### src/rtl/client_requester_pkg.sv
`default_nettype none
// ============================================================================
// Module   : client_requester_pkg
// Desc     : Shared enums and constants for the arbitration client slice.
// Revision : 1.0 - initial release
// ============================================================================
package client_requester_pkg;

    localparam int c_default_depth = 4;
    localparam int c_job_len_w     = 4;

    typedef enum logic [1:0] {
        SEL_NONE,
        SEL_CLIENT0,
        SEL_CLIENT1,
        SEL_CLIENT2
    } selection;

    typedef enum logic [1:0] {
        CTRL_IDLE,
        CTRL_GRANT,
        CTRL_WAIT_RELEASE
    } controller_state;

    typedef enum logic [1:0] {
        CLIENT_IDLE,
        CLIENT_REQ,
        CLIENT_HOLD,
        CLIENT_RELEASE
    } client_state;

    typedef enum logic [1:0] {
        IDLE,
        REQ,
        HOLD,
        RELEASE
    } requester_state;

    // Saturating decrement: the hold counter stops at zero instead of wrapping.
    function automatic logic [c_job_len_w-1:0] dec_sat(input logic [c_job_len_w-1:0] v);
        return (v == '0) ? '0 : v - 1'b1;
    endfunction

endpackage
`default_nettype wire

### src/rtl/client_requester_job_fifo.sv
`default_nettype none
// ============================================================================
// Module   : job_fifo
// Desc     : DEPTH-entry FIFO of job lengths with occupancy count.
// Revision : 1.0 - initial release
// ============================================================================
module job_fifo #(
    parameter int DEPTH = 4,
    parameter int WIDTH = 4
) (
    input  logic                     clk,
    input  logic                     rst_n,
    input  logic                     push,
    input  logic [WIDTH-1:0]         push_data,
    input  logic                     pop,
    output logic [WIDTH-1:0]         pop_data,
    output logic                     full,
    output logic                     empty,
    output logic [$clog2(DEPTH):0]   count
);

    localparam int c_ptr_w = (DEPTH > 1) ? $clog2(DEPTH) : 1;
    localparam int c_cnt_w = $clog2(DEPTH) + 1;

    logic [WIDTH-1:0]   r_mem [DEPTH];
    logic [c_ptr_w-1:0] r_wr_ptr;
    logic [c_ptr_w-1:0] r_rd_ptr;
    logic [c_cnt_w-1:0] r_count;
    logic               w_push;
    logic               w_pop;

    // Pointers wrap explicitly so non-power-of-two depths stay in range.
    function automatic logic [c_ptr_w-1:0] ptr_inc(input logic [c_ptr_w-1:0] p);
        return (p == c_ptr_w'(DEPTH - 1)) ? '0 : p + 1'b1;
    endfunction

    assign full     = (r_count == c_cnt_w'(DEPTH));
    assign empty    = (r_count == '0);
    assign count    = r_count;
    assign pop_data = r_mem[r_rd_ptr];

    assign w_push = push & ~full;
    assign w_pop  = pop & ~empty;

    always_ff @(posedge clk) begin
        if (!rst_n) begin
            r_wr_ptr <= '0;
            r_rd_ptr <= '0;
            r_count  <= '0;
        end else begin
            if (w_push) begin
                r_wr_ptr <= ptr_inc(r_wr_ptr);
            end
            if (w_pop) begin
                r_rd_ptr <= ptr_inc(r_rd_ptr);
            end
            case ({w_push, w_pop})
                2'b10:   r_count <= r_count + 1'b1;
                2'b01:   r_count <= r_count - 1'b1;
                default: r_count <= r_count;
            endcase
        end
    end

    // Storage carries no reset; entries are only read once written.
    always_ff @(posedge clk) begin
        if (w_push) begin
            r_mem[r_wr_ptr] <= push_data;
        end
    end

endmodule
`default_nettype wire

### src/rtl/client_requester.sv
`default_nettype none
// ============================================================================
// Module   : client_requester
// Desc     : Queues local jobs and runs a four-phase req/ack handshake per job.
// Revision : 1.0 - initial release
// ============================================================================
module client_requester #(
    parameter int DEPTH = client_requester_pkg::c_default_depth
) (
    input  logic                     clk,
    input  logic                     rst_n,
    input  logic                     job_valid,
    input  logic [3:0]               job_len,
    output logic                     job_ready,
    output logic                     req,
    input  logic                     ack,
    output logic                     busy,
    output logic                     done,
    output logic [$clog2(DEPTH):0]   pending
);

    import client_requester_pkg::*;

    requester_state          r_state;
    requester_state          w_state_nxt;
    logic [c_job_len_w-1:0]  r_cnt;
    logic [c_job_len_w-1:0]  w_cnt_nxt;
    logic                    r_req;
    logic                    w_req_nxt;
    logic                    r_busy;
    logic                    w_busy_nxt;
    logic                    r_done;
    logic                    w_done_nxt;
    logic                    r_ack_low;
    logic                    w_ack_ok;
    logic                    w_pop;
    logic                    w_full;
    logic                    w_empty;
    logic [c_job_len_w-1:0]  w_head;

    job_fifo #(
        .DEPTH (DEPTH),
        .WIDTH (c_job_len_w)
    ) u_job_fifo (
        .clk       (clk),
        .rst_n     (rst_n),
        .push      (job_valid),
        .push_data (job_len),
        .pop       (w_pop),
        .pop_data  (w_head),
        .full      (w_full),
        .empty     (w_empty),
        .count     (pending)
    );

    assign job_ready = ~w_full;
    assign req       = r_req;
    assign busy      = r_busy;
    assign done      = r_done;

    // A fresh request needs ack seen low since reset; the current cycle counts.
    assign w_ack_ok = r_ack_low | ~ack;

    always_comb begin
        w_state_nxt = r_state;
        w_cnt_nxt   = r_cnt;
        w_req_nxt   = r_req;
        w_busy_nxt  = r_busy;
        w_done_nxt  = 1'b0;
        w_pop       = 1'b0;
        case (r_state)
            IDLE: begin
                if (!w_empty && w_ack_ok) begin
                    w_pop       = 1'b1;
                    w_cnt_nxt   = w_head;
                    w_req_nxt   = 1'b1;
                    w_state_nxt = REQ;
                end
            end
            REQ: begin
                w_req_nxt = 1'b1;
                if (ack) begin
                    w_busy_nxt  = 1'b1;
                    w_state_nxt = HOLD;
                end
            end
            HOLD: begin
                if (r_cnt == '0) begin
                    w_req_nxt   = 1'b0;
                    w_busy_nxt  = 1'b0;
                    w_state_nxt = RELEASE;
                end else begin
                    w_cnt_nxt = dec_sat(r_cnt);
                end
            end
            RELEASE: begin
                w_req_nxt = 1'b0;
                if (!ack) begin
                    w_done_nxt  = 1'b1;
                    w_state_nxt = IDLE;
                end
            end
            default: begin
                w_req_nxt   = 1'b0;
                w_busy_nxt  = 1'b0;
                w_state_nxt = IDLE;
            end
        endcase
    end

    always_ff @(posedge clk) begin
        if (!rst_n) begin
            r_state   <= IDLE;
            r_cnt     <= '0;
            r_req     <= 1'b0;
            r_busy    <= 1'b0;
            r_done    <= 1'b0;
            r_ack_low <= 1'b0;
        end else begin
            r_state   <= w_state_nxt;
            r_cnt     <= w_cnt_nxt;
            r_req     <= w_req_nxt;
            r_busy    <= w_busy_nxt;
            r_done    <= w_done_nxt;
            r_ack_low <= r_ack_low | ~ack;
        end
    end

endmodule
`default_nettype wire

### config.mk
export PLATFORM = sky130hd
export DESIGN_NAME = client_requester
export DESIGN_NICKNAME = d
export VERILOG_FILES = /design/src/rtl/client_requester_pkg.sv /design/src/rtl/client_requester_job_fifo.sv /design/src/rtl/client_requester.sv
export SDC_FILE = /design/constraint.sdc
export NUM_CORES = 1
export LEC_CHECK = 0
export ABC_AREA = 1
export CORE_ASPECT_RATIO = 1.25
export CORE_UTILIZATION = 30
export CTS_BUF_LIST = sky130_fd_sc_hd__clkbuf_8
export DETAILED_ROUTE_END_ITERATION = 8
export PLACE_DENSITY_LB_ADDON = 0.08
export SKIP_LAST_GASP = 1
export SYNTH_ARGS = -nofsm -noshare
export SYNTH_HDL_FRONTEND = slang
export SYNTH_SLANG_ARGS = --single-unit
### constraint.sdc
create_clock -name clk -period 1.85 [get_ports clk]
set_input_delay 0.37 -clock clk [delete_from_list [all_inputs] [get_ports clk]]
set_output_delay 0.37 -clock clk [all_outputs]
set_load 0.005 [all_outputs]
==> results.toml <==
[sta]
fmax_ghz = 0.5766
drv_slew = 0
hold_violations = 0
slew_headroom_pct = 73.49
tns_ns = 0
clock_skew_ns = 0.007165
rsz0062_at_grt = "false"
period_share_pct = 93.75
tightest_slew_ns = 0.3976
min_period_ns = 1.734
finalSetupViolCount = 0

[power]
p_sw_mw = 1.209
power_frac_seq_pct = 35.2
clock_power_share_pct = 17.3
netSwitchingFraction_pct = 39.13
p_per_area_mw_per_mm2 = 1447
leakage_nw = 0.9302
peakVddDrop_mv = 0.7294
power_mw = 3.089
power.internal_mw = 1.881
comb_power_share_pct = 47.5

[synth]
synth_nets = 217
ys_ff_latch = 35
syn-cell-area_sq_mm = 0.001703
yosys_warnings = 0
synth_cells = 196
synth-seq-area-share_pct = 50.55
syn_area_per_cell_sq_um = 8.688
synth_cell_types = 22

[clocking]
clock_sinks = 35
clk_pin_slew_ns = 0.07
cts-hold-fix-buffers = 0
cts-root-buf = "clkbuf_8"
cts_buffer_depth = 2
cts_buffers = 5
cts_tree = "done"
h-tree-depth = 2
clk_latency_ns = 0.28

[cells_and_area]
final_cell_mix = "44 x nand2_1, 23 x nor2_1, 20 x inv_1"
final_nets = 252
final_common_cell = "nand2_1"
regArea_sq_um = 864.6
multi_input_area_sq_um = 725.7
final_util_pct = 39.22
n_antenna_cell = 0
area_delta_synth_final_pct = 25.35
drive_gt1_share_pct = 21.12
fillers = 565

[flow_run]
maxCapViolations = 0

[routing]
met3_length_microns = 105
wl_met1_mm = 1.606
vias = 1299
top_layer = "met4"
drc_errors = 0
drt-initial-drc-count = 35
dr_wl_met2_mm = 1.760
routedWlPerCell_microns = 11.93
wirelength_mm = 3.532
firstDrtPassIters = 4
antenna_left = 0
viasPerCell = 4.389

[global_route]
antenna_found_initial = 0
track_usage_pct = 13.17
first_global_vias = 1344
grt-ovfl-total = 0
grt_max_degree = 12
grt_pass1_wl_mm = 6.037

[place]
io_buffer_count = 14
hpwl_mm = 2.612
gp_congestion = 0.7513

[worst_hold_path]
hold_start = "ack"
hp-class = "in2reg"

[setup_path]
r2r_start = "r_state[1]$_SDFFE_PN0P_"
required_ns = 2.03
crit_arrival_ns = 1.91
r2r_end = "u_job_fifo.count[2]$_SDFFE_PN0P_"
endpoint = "u_job_fifo.count[2]$_SDFFE_PN0P_"
endpoint_kind = "register"
path_max_fanout = 3
rrSetupSlack_ns = 0.12
r2r_cells = 11
worst_setup_path_start_kind = "register"
crit_start = "r_state[1]$_SDFFE_PN0P_"
critPathKind = "reg2reg"

[die]
die_x_microns = 69.39
initial_core_util_pct = 31.29
coreArea_sq_mm = 0.005443
fp-row-count = 30
die_h_microns = 86.24
ios = 15
die_area_sq_mm = 0.005983

[status]
status = "completed"
-- synth_stat cells --
| cell | instances | area share [%] |
|---|---|---|
| nor3_1 | 1 | 0.29 |
| inv_2 | 2 | 0.44 |
| buf_4 | 1 | 0.44 |
| inv_4 | 1 | 0.37 |
| clkinv_4 | 1 | 0.51 |
| nand3_1 | 13 | 3.8 |
| nand2_2 | 5 | 1.8 |
| nor2_2 | 2 | 0.73 |
| nor2_1 | 23 | 5.1 |
| clkbuf_8 | 1 | 0.81 |
| fa_1 | 1 | 1.2 |
| buf_6 | 1 | 0.66 |
| o21ai_0 | 8 | 2.4 |
| a211oi_1 | 1 | 0.44 |
| dfxtp_1 | 19 | 22 |
| inv_1 | 23 | 5.1 |
| a21oi_1 | 17 | 5.0 |
| nand2_4 | 2 | 1.3 |
| edfxtp_1 | 16 | 28 |
| nand4_1 | 1 | 0.37 |
| ha_1 | 12 | 8.8 |
| nand2_1 | 45 | 9.9 |
-- worst min-delay path by stage --
| stage | to | slack, ns | depth (start not counted) |
|---|---|---|---|
| after global placement | r_ack_low$_SDFF_PN0_ | 0.45 | 2 |
| after detailed placement | r_ack_low$_SDFF_PN0_ | 0.45 | 2 |
| after CTS | r_ack_low$_SDFF_PN0_ | 0.46 | 2 |
| after floorplan | r_ack_low$_SDFF_PN0_ | 0.43 | 2 |
| final | done$_SDFF_PN0_ | 0.45 | 3 |
| after global routing | done$_SDFF_PN0_ | 0.45 | 3 |
-- metrics by stage --
stage | instances | area, sq um | worst slack (ns) | hold WS [ns]
finish | 296 | 2135 | 0.1156 | 0.4520
global route | 296 | 2135 | 0.005333 | 0.4549
CTS | 296 | 2126 | 0.005742 | 0.4647
detailed placement | 287 | 2023 | -0.4317 | 0.4535
global placement | 287 | 2023 | -0.3916 | 0.4450
floorplan | 196 | 1715 | 0.006672 | 0.4311
-- state kept, by name, indices dropped and copies added, names as in the netlist, named ones only --
register and flops:
u_job_fifo.r_rd_ptr 2, u_job_fifo.r_wr_ptr 2, r_cnt 4, r_ack_low 1
done 1, r_state 2, req 1, u_job_fifo.count 3
u_job_fifo.r_mem 16, busy 1
-- per-layer routing --
layer | vias up | GRT usage, %
li1 | 695 | -
met1 | 578 | 14.90
met2 | 20 | 23.39
met3 | 6 | 3.488
met4 | 0 | 5.566
met5 | - | 0
-- power by group through the flow --
stage               logic [mW]  registers, mW  clock network [mW]
global placement          1.42           1.10                   0
CTS                       1.48           1.08               0.560
detailed placement        1.45           1.10                   0
global route              1.69           1.11               0.593
finish                    1.47           1.09               0.536
floorplan                0.988           1.07                   0
-- logic make-up (layout without fill, tap and decap cells) --
family / after synthesis / after routing / synth area share [%]
AND/OR/NAND/NOR: 92 / 92 / 23.36
flip-flops: 35 / 35 / 50.55
buffers and inverters: 30 / 66 / 8.303
AO/OA/AOI/OAI: 26 / 26 / 7.789
adder cells (fa/ha/maj): 13 / 13 / 9.992
-- area by class of cell --
class,instances,share of cell area (%)
Multi-Input combinational cell,131,34.00
Inverter,27,5.100
Timing Repair Buffer,31,12.66
Clock inverter,3,0.7620
Sequential cell,35,40.50
Tap cell,64,3.751
Clock buffer,5,3.224
-- critical path, cell delays in order (launching register included) --
cell	delay (ns)
dfxtp_2	0.33
inv_2	0.07
ha_4	0.14
nand3_2	0.08
inv_2	0.07
ha_2	0.17
inv_2	0.05
fa_2	0.33
a21oi_1	0.14
o21ai_1	0.09
o21ai_1	0.12
a21oi_1	0.05
-- timing repair --
action,CTS,global route
endpoints found under the setup margin,1,2
buffers inserted,1,0
pin swaps,2,1
gates resized for setup,7,5
hold endpoints to repair,0,0
(Power assumes the default switching activity.)
